$ cat src/rtl/uart_tx_mmio.sv
// uart_tx_mmio: memory-mapped 8N1 UART transmitter with a small TX FIFO.
//
// Ports:
//   i_clk       single clock, all logic on posedge
//   i_rst_n     asynchronous assert, active-low reset; release is synchronous
//   i_sel       address decode hit for this peripheral
//   i_storeReq  CPU store strobe
//   i_loadReq   CPU load strobe
//   i_addr      byte offset, only [3:2] decoded:
//               0 TXDATA (W push byte, R 0), 1 STATUS (R), 2 DIV (R/W), 3 reserved
//   i_dataIn    store data
//   o_dataOut   registered load data, valid with o_ack and held until the next load
//   o_ack       one-cycle completion pulse per accepted access
//   o_tx        serial line, idle high, driven from a flop
module uart_tx_mmio #(
    parameter logic [15:0] CLK_DIV    = 16'd868,
    parameter int          FIFO_DEPTH = 4
) (
    input  logic        i_clk,
    input  logic        i_rst_n,
    input  logic        i_sel,
    input  logic        i_storeReq,
    input  logic        i_loadReq,
    input  logic [3:0]  i_addr,
    input  logic [31:0] i_dataIn,
    output logic [31:0] o_dataOut,
    output logic        o_ack,
    output logic        o_tx
);
    localparam int PW = $clog2(FIFO_DEPTH);

    typedef enum logic [1:0] {IDLE, START, DATA, STOP} state_t;

    state_t        state_q, state_d;
    logic          ack_q, ovf_q, ovf_d, tx_q, tx_d;
    logic [31:0]   dout_q, dout_d, status, rdata;
    logic [15:0]   div_q, div_d, lat_q, lat_d, cyc_q, cyc_d, period;
    logic [7:0]    mem_q [FIFO_DEPTH];
    logic [PW-1:0] wr_ptr_q, wr_ptr_d, rd_ptr_q, rd_ptr_d;
    logic [4:0]    cnt_q, cnt_d;
    logic [7:0]    sh_q, sh_d;
    logic [2:0]    bit_q, bit_d;
    logic          accept, wr, rd, full, empty, push_req, push, pop, busy, bit_done;
    logic          unused_bits;

    assign unused_bits = ^{i_addr[1:0], i_dataIn[31:16]};

    // A request arriving while ack is still high belongs to the access just
    // completed, so a strobe held for two cycles is taken only once.
    assign accept   = i_sel && (i_storeReq || i_loadReq) && !ack_q;
    assign wr       = accept && i_storeReq;
    assign rd       = accept && i_loadReq;
    assign full     = cnt_q == 5'(FIFO_DEPTH);
    assign empty    = cnt_q == 5'd0;
    assign push_req = wr && i_addr[3:2] == 2'd0;
    assign push     = push_req && !full;
    assign pop      = state_q == IDLE && !empty;
    assign busy     = state_q != IDLE;
    assign period   = lat_q == 16'd0 ? 16'd1 : lat_q;
    assign bit_done = cyc_q == period - 16'd1;

    assign status = {24'd0, cnt_q[3:0], ovf_q, busy, empty, full};
    assign rdata  = i_addr[3:2] == 2'd1 ? status :
                    i_addr[3:2] == 2'd2 ? {16'd0, div_q} : 32'd0;

    always_comb begin
        dout_d   = rd ? rdata : dout_q;
        div_d    = (wr && i_addr[3:2] == 2'd2) ? i_dataIn[15:0] : div_q;
        // A dropped byte on the same edge as a STATUS read wins, so ovf stays set.
        ovf_d    = (push_req && full) ? 1'b1 : (rd && i_addr[3:2] == 2'd1) ? 1'b0 : ovf_q;
        wr_ptr_d = push ? wr_ptr_q + 1'b1 : wr_ptr_q;
        rd_ptr_d = pop ? rd_ptr_q + 1'b1 : rd_ptr_q;
        cnt_d    = cnt_q + 5'(push) - 5'(pop);
        cyc_d    = (state_q == IDLE || bit_done) ? 16'd0 : cyc_q + 16'd1;
        bit_d    = (state_q == DATA && bit_done) ? bit_q + 3'd1 : bit_q;
        sh_d     = pop ? mem_q[rd_ptr_q] : (state_q == DATA && bit_done) ? sh_q >> 1 : sh_q;
        lat_d    = pop ? div_q : lat_q;
    end

    always_ff @(posedge i_clk or negedge i_rst_n) begin
        if (!i_rst_n) begin
            ack_q    <= 1'b0;
            dout_q   <= 32'd0;
            div_q    <= CLK_DIV;
            ovf_q    <= 1'b0;
            wr_ptr_q <= '0;
            rd_ptr_q <= '0;
            cnt_q    <= 5'd0;
            cyc_q    <= 16'd0;
            bit_q    <= 3'd0;
            sh_q     <= 8'd0;
            lat_q    <= 16'd0;
            tx_q     <= 1'b1;
        end else begin
            ack_q    <= accept;
            dout_q   <= dout_d;
            div_q    <= div_d;
            ovf_q    <= ovf_d;
            wr_ptr_q <= wr_ptr_d;
            rd_ptr_q <= rd_ptr_d;
            cnt_q    <= cnt_d;
            cyc_q    <= cyc_d;
            bit_q    <= bit_d;
            sh_q     <= sh_d;
            lat_q    <= lat_d;
            tx_q     <= tx_d;
        end
    end

    // Storage needs no reset: emptiness is tracked by the pointers and count.
    always_ff @(posedge i_clk) begin
        if (push) mem_q[wr_ptr_q] <= i_dataIn[7:0];
    end

    always_ff @(posedge i_clk or negedge i_rst_n) begin
        if (!i_rst_n) state_q <= IDLE;
        else          state_q <= state_d;
    end

    always_comb begin
        state_d = state_q;
        case (state_q)
            IDLE:    state_d = empty ? IDLE : START;
            START:   state_d = bit_done ? DATA : START;
            DATA:    state_d = (bit_done && bit_q == 3'd7) ? STOP : DATA;
            STOP:    state_d = bit_done ? IDLE : STOP;
            default: state_d = IDLE;
        endcase
    end

    // Line level follows the state one cycle late through tx_q.
    always_comb begin
        tx_d = state_q == START ? 1'b0 : state_q == DATA ? sh_q[0] : 1'b1;
    end

    assign o_dataOut = dout_q;
    assign o_ack     = ack_q;
    assign o_tx      = tx_q;
endmodule
$ cat config.mk
export PLATFORM = sky130hd
export DESIGN_NAME = uart_tx_mmio
export DESIGN_NICKNAME = d
export VERILOG_FILES = /design/src/rtl/uart_tx_mmio.sv
export SDC_FILE = /design/constraint.sdc
export NUM_CORES = 1
export LEC_CHECK = 0
export CAP_MARGIN = 5
export CORE_MARGIN = 2
export CORE_UTILIZATION = 50
export DETAILED_ROUTE_END_ITERATION = 10
export PLACE_DENSITY = 0.77
export SLEW_MARGIN = 15
export SYNTH_ARGS = -nofsm -noshare
export SYNTH_HDL_FRONTEND = slang
export SYNTH_SLANG_ARGS = --single-unit
$ cat constraint.sdc
create_clock -name i_clk -period 7.15 [get_ports i_clk]
set_input_delay 1.43 -clock i_clk [delete_from_list [all_inputs] [get_ports i_clk]]
set_output_delay 1.43 -clock i_clk [all_outputs]
set_load 0.1 [all_outputs]
==> results of run 1 <==
==> flip-flops by register name, summed over array words and instances, names as in the netlist <==
register	flops
div_q	16
ovf_q	1
state_q	2
wr_ptr_q	2
bit_q	3
o_ack	1
mem_q	32
cnt_q	5
o_tx	1
lat_q	16
rd_ptr_q	2
sh_q	8
o_dataOut	16
cyc_q	16
==> cell families (layout without fill, tap and decap cells) <==
family,Yosys count,count (layout),synth area share [%]
buf+inv,57,91,4.956
compound gates,80,80,9.222
xor+xnor,39,39,5.709
fa+ha+maj,15,15,3.262
flops,121,121,53.41
other cells,1,16,0.06268
simple gates,192,192,16.14
mux,31,31,7.235
==> placed cells by master, fill, tap and decap left out, drive strengths merged, types with 5 or more instances in the layout <==
master,Yosys,final
nor3,8,8
clkinv,0,5
nand3,12,12
nand2,79,79
inv,18,25
edfxtp,32,32
a22oi,7,7
nor2,38,38
dfrtp,83,83
nor2b,5,5
and2,13,13
xor2,16,16
o21ai,24,24
mux2i,5,5
mux4,8,8
conb,1,16
nor4,8,8
ha,14,14
dfstp,6,6
or4,5,5
o31ai,11,11
clkbuf,17,17
mux2,18,18
clkdlybuf4s50,0,39
and3,6,6
nand4,6,6
a41oi,6,6
a21oi,11,11
xnor2,23,23
==> area by class of cell <==
| class | count | area [um2] |
|---|---|---|
| Inverter | 18 | 67.56 |
| Timing Repair Buffer | 41 | 409.1 |
| Tap cell | 143 | 178.9 |
| Clock inverter | 15 | 165.2 |
| Clock buffer | 17 | 425.4 |
| Fill cell | 871 | 4567 |
| Sequential cell | 121 | 3196 |
| Multi-Input combinational cell | 373 | 2556 |
==> power by group <==
part	internal [mW]	switching [mW]
Combinational	0.396	0.646
Sequential	0.875	0.198
Clock	0.521	0.328
Total	1.79	1.17
==> worst reg2reg max path, delay by kind of cell (launching register included) <==
kind / cells / cell delay [ns]
flip-flops: 1 / 0.53
AND/OR/NAND/NOR: 7 / 2.41
AO/OA/AOI/OAI: 2 / 0.54
adder cells (fa/ha/maj): 1 / 0.25
multiplexers: 1 / 0.36
==> per-stage QoR <==
| step | setup WS, ns | util [%] | std cells |
|---|---|---|---|
| after floorplan | 3.367 | - | 551 |
| after global placement | 2.556 | 55.30 | 696 |
| after detailed placement | 2.433 | 55.30 | 696 |
| after CTS | 2.832 | 60.40 | 728 |
| after global routing | 2.725 | 60.51 | 728 |
| final | 2.961 | 60.51 | 728 |
==> layer usage <==
layer / global-route usage (%) / vias up / share of wire, %
li1: - / 1943 / -
met1: 27.08 / 2042 / 45
met2: 32.10 / 109 / 49
met3: 4.995 / 17 / 3.8
met4: 8.374 / 0 / 1.7
met5: 0 / - / 0
==> worst paths after layout <==
kind | startpoint | endpoint | slack, ns | depth (start not counted)
worst max register to register | lat_q[13] | bit_q[2] | 2.96 | 11
worst max-delay path | lat_q[13] | bit_q[2] | 2.96 | 11
min in group asynchronous | i_rst_n | bit_q[1] | 0.80 | 1
worst min-delay path | bit_q[0] | bit_q[0] | 0.48 | 1
worst min register to register | bit_q[0] | bit_q[0] | 0.48 | 1
max in group asynchronous | i_rst_n | cnt_q[2] | 5.40 | 2
==> flow_summary.json, run 1 <==
{
  "outcome": "finished, final reports clean",
  "critPathLaunchType": "flop",
  "fin_total_pwr_mw": 2.964,
  "synth_top_flop_cell": "dfrtp_1",
  "end_kind": "flop",
  "layout_min_cycle_time_ns": 4.189,
  "worstMarginPinSlew_ns": 0.9997,
  "power.leakage_nw": 2.903,
  "core_area_um2": 11560,
  "synth_cells": 536,
  "slowest_stage": "or4_4",
  "final.period_utilization_pct": 58.59,
  "cts.htree.levels": 4,
  "synth_warnings": 0,
  "post_drt_via_cell_ratio": 5.647,
  "synth_top_cells_by_area": "dfrtp_1, edfxtp_1, nand2_1, xnor2_1, mux2_2",
  "hold_slack_ns": 0.4774,
  "worstPathMaxFanout": 10,
  "required_ns": 7.44,
  "synth_sequential_area_ratio_pct": 53.41,
  "worst_ir_drop_vdd_uv": 223.0,
  "place_area_um2": 6395,
  "place_hpwl_mm": 8.368,
  "setup_total_negative_slack_ns": 0,
  "grt_overflow_total": 0,
  "place.port_buffers": 40,
  "floorplan.die_area_um2": 12860,
  "tritoncts": "done",
  "effective_utilization_at_floorplan_pct": 51.74,
  "cap_violations": 0,
  "max_freq_mhz": 238.7,
  "hold_viol": 0,
  "cell_variety_after_synth": 57,
  "routed_wirelength_mm": 12.28,
  "syn2layout_area_growth_pct": 16.96,
  "grt_pass1_vias": 4140,
  "post_cts_resized": 0,
  "n_antenna_cell": 0,
  "vias": 4111,
  "drive_gt1_share_pct": 13.68,
  "critical_path_arrival_ns": 4.48,
  "timing.critical_path.buf_inv": 0,
  "power_density_nw_per_um2": 423.5,
  "worstPathCellList": "nor2_1 > and4_1 > a21oi_1 > ha_1 > nor3b_2 > nand2_1 > nor4_1 > o31ai_1 > or4_4 > nor3_4 > mux2_1",
  "die_height_um": 113.4,
  "final_antenna_net_count": 0,
  "critical_path_class": "reg -> reg",
  "post_layout_nets": 628,
  "final_design_area_no_fill_um2": 6998,
  "worst_path_dominant_cell_family": "simple AND/OR/NAND/NOR gates",
  "cts_made_buffers": 17,
  "synth_most_common_cell": "dfrtp_1",
  "place_congestion": 0.8329,
  "chipWidth_um": 113.4,
  "wl_per_cell_um": 16.87,
  "synth_edf_count": 32,
  "final-max-slew-violation-count": 0,
  "finClkSkew_ns": 0.01004,
  "ys_seq_elements": 121,
  "clock_sinks": 121,
  "setup-violations-final": 0,
  "clock_path_buffers": 2,
  "worst_hold_path_type": "reg -> reg",
  "clock_insertion_delay_worst_skew_ns": 0.41,
  "placement_rows": 39,
  "grt_setup_unrepaired": "false",
  "synth_top_area_share_pct": 34.71,
  "grt_antenna_before_repair": 0,
  "pin_count": 75,
  "drc_violation_count_after_routing": 0,
  "clock_edge_transition_at_the_registers_on_the_reported_setup_and_hold_paths_ns": 0.06,
  "grt_start_max_net_pins": 87,
  "yosys.area.top_type": "dfrtp_1",
  "global_route_wire_length_before_repair_mm": 20.44,
  "syn-cell-area_um2": 5983,
  "synth_commonest_cells": "dfrtp_1, nand2_1, nor2_1",
  "postSynthAreaPerCell_um2": 11.16,
  "synth-async-reset-ratio_pct": 73.55,
  "grt_usage_pct": 20.29,
  "detailedRoute.firstPassIterationCount": 5,
  "drt_iter0_markers": 238,
  "cts_root_buf": "clkbuf_16",
  "cts_setup_buffers": 0,
  "critical_path.max_stage_delay_ns": 0.62,
  "timing.slew.headroom_pct": 33.15,
  "hold_buffers": 0
}
No activity file was read; power rests on OpenSTA's default activity.
==> run 2, diff against run 1 <==
==> constraint.sdc (replaced) <==
create_clock -name i_clk -period 4.4 [get_ports i_clk]
set_input_delay 0.88 -clock i_clk [delete_from_list [all_inputs] [get_ports i_clk]]
set_output_delay 0.88 -clock i_clk [all_outputs]
set_load 0.1 [all_outputs]
==> flow_summary.json, run 2 (same netlist as run 1, synthesis figures left out) <==
{
  "power.leakage_nw": 2.902,
  "critPathLaunchType": "flop",
  "drt_iter0_markers": 187,
  "top_register": "mem_q",
  "timing.slew.headroom_pct": 33.51,
  "critical_path_class": "reg -> reg",
  "core_area_um2": 11560,
  "vias": 4109,
  "hold-path-cell-count": 1,
  "timing.reg2reg.setup_slack_ns": 0.27,
  "timing.critical_path.buf_inv": 0,
  "layout.core_utilization_pct": 60.48,
  "clock_insertion_delay_worst_skew_ns": 0.42,
  "placement_rows": 39,
  "post_layout_nets": 633,
  "met1_length_mm": 5.441,
  "pin_count": 75,
  "wl_per_cell_um": 16.35,
  "syn2layout_area_growth_pct": 16.90,
  "clock_sinks": 121,
  "floorplan.die_area_um2": 12860,
  "detailedRoute.firstPassIterationCount": 4,
  "place.port_buffers": 40,
  "global_route_wire_length_before_repair_mm": 20.17,
  "post_drt_via_cell_ratio": 5.606,
  "setup-violations-final": 0,
  "routed_wirelength_mm": 11.99,
  "largest_reg_flops": 32,
  "holdCritStartpoint": "bit_q[0]",
  "place_congestion": 0.8445,
  "required_ns": 4.69,
  "n_antenna_cell": 0,
  "outcome": "finished, final reports clean",
  "critical_path_arrival_ns": 4.43,
  "tritoncts": "done",
  "setup_total_negative_slack_ns": 0,
  "worst_ir_drop_vdd_uv": 365.9,
  "finalNonFillerCells": 733,
  "met2RoutedLength_mm": 5.819,
  "worstPathCellList": "nor4_4 > and4_1 > a21oi_1 > ha_1 > nor3b_2 > and4_1 > xnor2_1 > a211oi_1 > nor2_1 > nor3_4 > mux2_1",
  "timing.critical_path.mode_cell": "and4_1",
  "critical_path.max_stage_delay_ns": 0.54,
  "drive_gt1_share_pct": 14.07,
  "layout_min_cycle_time_ns": 4.133,
  "worst_hold_path_type": "reg -> reg",
  "final.period_utilization_pct": 93.94,
  "reg2reg_to": "bit_q[1]",
  "cts.htree.levels": 4,
  "max_freq_mhz": 241.9,
  "clock_edge_transition_at_the_registers_on_the_reported_setup_and_hold_paths_ns": 0.06,
  "hold_end": "bit_q[0]",
  "grt_pass1_vias": 4127,
  "cap_violations": 0,
  "worstPathMaxFanout": 10,
  "grt_setup_unrepaired": "false",
  "highest-signal-layer": "met4",
  "final_antenna_net_count": 0,
  "route.met3.wl_um": 526,
  "worst_path_dominant_cell_family": "simple AND/OR/NAND/NOR gates",
  "grt_overflow_total": 0,
  "effective_utilization_at_floorplan_pct": 51.74,
  "grt_antenna_before_repair": 0,
  "cts_made_buffers": 17,
  "die_height_um": 113.4,
  "grt_start_max_net_pins": 64,
  "leading_cell_type_in_the_layout_fill_and_taps_excluded": "dfrtp_1",
  "final-max-slew-violation-count": 0,
  "finClkSkew_ns": 0.009726,
  "placed_cells_incl_taps": 700,
  "timing.reg2reg.worst_path_depth": 11,
  "hold_viol": 0,
  "worstMarginPinSlew_ns": 0.9943,
  "regToRegStartpoint": "lat_q[5]",
  "mostFrequentLayoutCells": "dfrtp_1, nand2_1, clkdlybuf4s50_1",
  "grt_usage_pct": 19.89,
  "slowest_stage": "a211oi_1",
  "cts_root_buf": "clkbuf_16",
  "power_density_nw_per_um2": 673.1,
  "clock_path_buffers": 2,
  "chipWidth_um": 113.4,
  "place_hpwl_mm": 8.163,
  "drc_violation_count_after_routing": 0,
  "hold_slack_ns": 0.4814,
  "count_of_fill_cells_added_during_filler_insertion": 885,
  "end_kind": "flop"
}
[run 2: cell count changes in the layout (fill, tap and decap cells not counted), sizes merged]
cell | before | now
buf | 2 | 7
bufinv | 2 | 0
clkbuf | 17 | 18
clkinvlp | 1 | 2
[run 2: final cells by class]
type	count	area (um2)	area share (%)
Sequential cell	121	3196	45.69
Multi-Input combinational cell	373	2554	36.51
Timing Repair Buffer	46	455.4	6.512
Clock buffer	18	429.2	6.136
Tap cell	143	178.9	2.558
Clock inverter	14	113.9	1.628
Inverter	18	67.56	0.9660
[run 2: routing by layer]
metal / track usage [%] / up-vias
met4: 7.561 / 0
met2: 31.90 / 122
met5: 0 / -
li1: - / 1946
met3: 3.666 / 19
met1: 27.28 / 2022
[run 2: timing repair]
| item | 4_1_cts | 5_1_grt |
|---|---|---|
| gates resized for setup | 0 | 1 |
| setup buffers | 0 | 1 |
| setup endpoints to repair | 0 | 15 |
| hold buffers | 0 | 0 |
[run 2: power by group]
group	switching (mW)	internal, mW	leakage (nW)
clock network	0.530	0.732	0.262
registers	0.319	1.42	1.40
logic	1.04	0.666	1.24
[run 2: worst max path at each step]
stage | start | endpoint | slack, ns | depth (start not counted)
after floorplan | lat_q[13] | bit_q[1] | 0.80 | 13
after global placement | lat_q[10] | bit_q[2] | 0.51 | 11
after detailed placement | lat_q[10] | cyc_q[14] | 0.36 | 11
after CTS | lat_q[10] | bit_q[1] | 0.36 | 11
after global routing | lat_q[5] | bit_q[1] | 0.003 | 11
final | lat_q[5] | bit_q[1] | 0.27 | 11
[run 2: through the flow]
stage	total power, mW	setup slack, ns	area (um2)
final	4.708	0.2667	6994
after global routing	4.980	0.003402	6994
after CTS	4.695	0.3595	6968
after detailed placement	3.418	0.3634	6425
after global placement	3.342	0.5072	6425
after floorplan	3.046	0.7960	6040
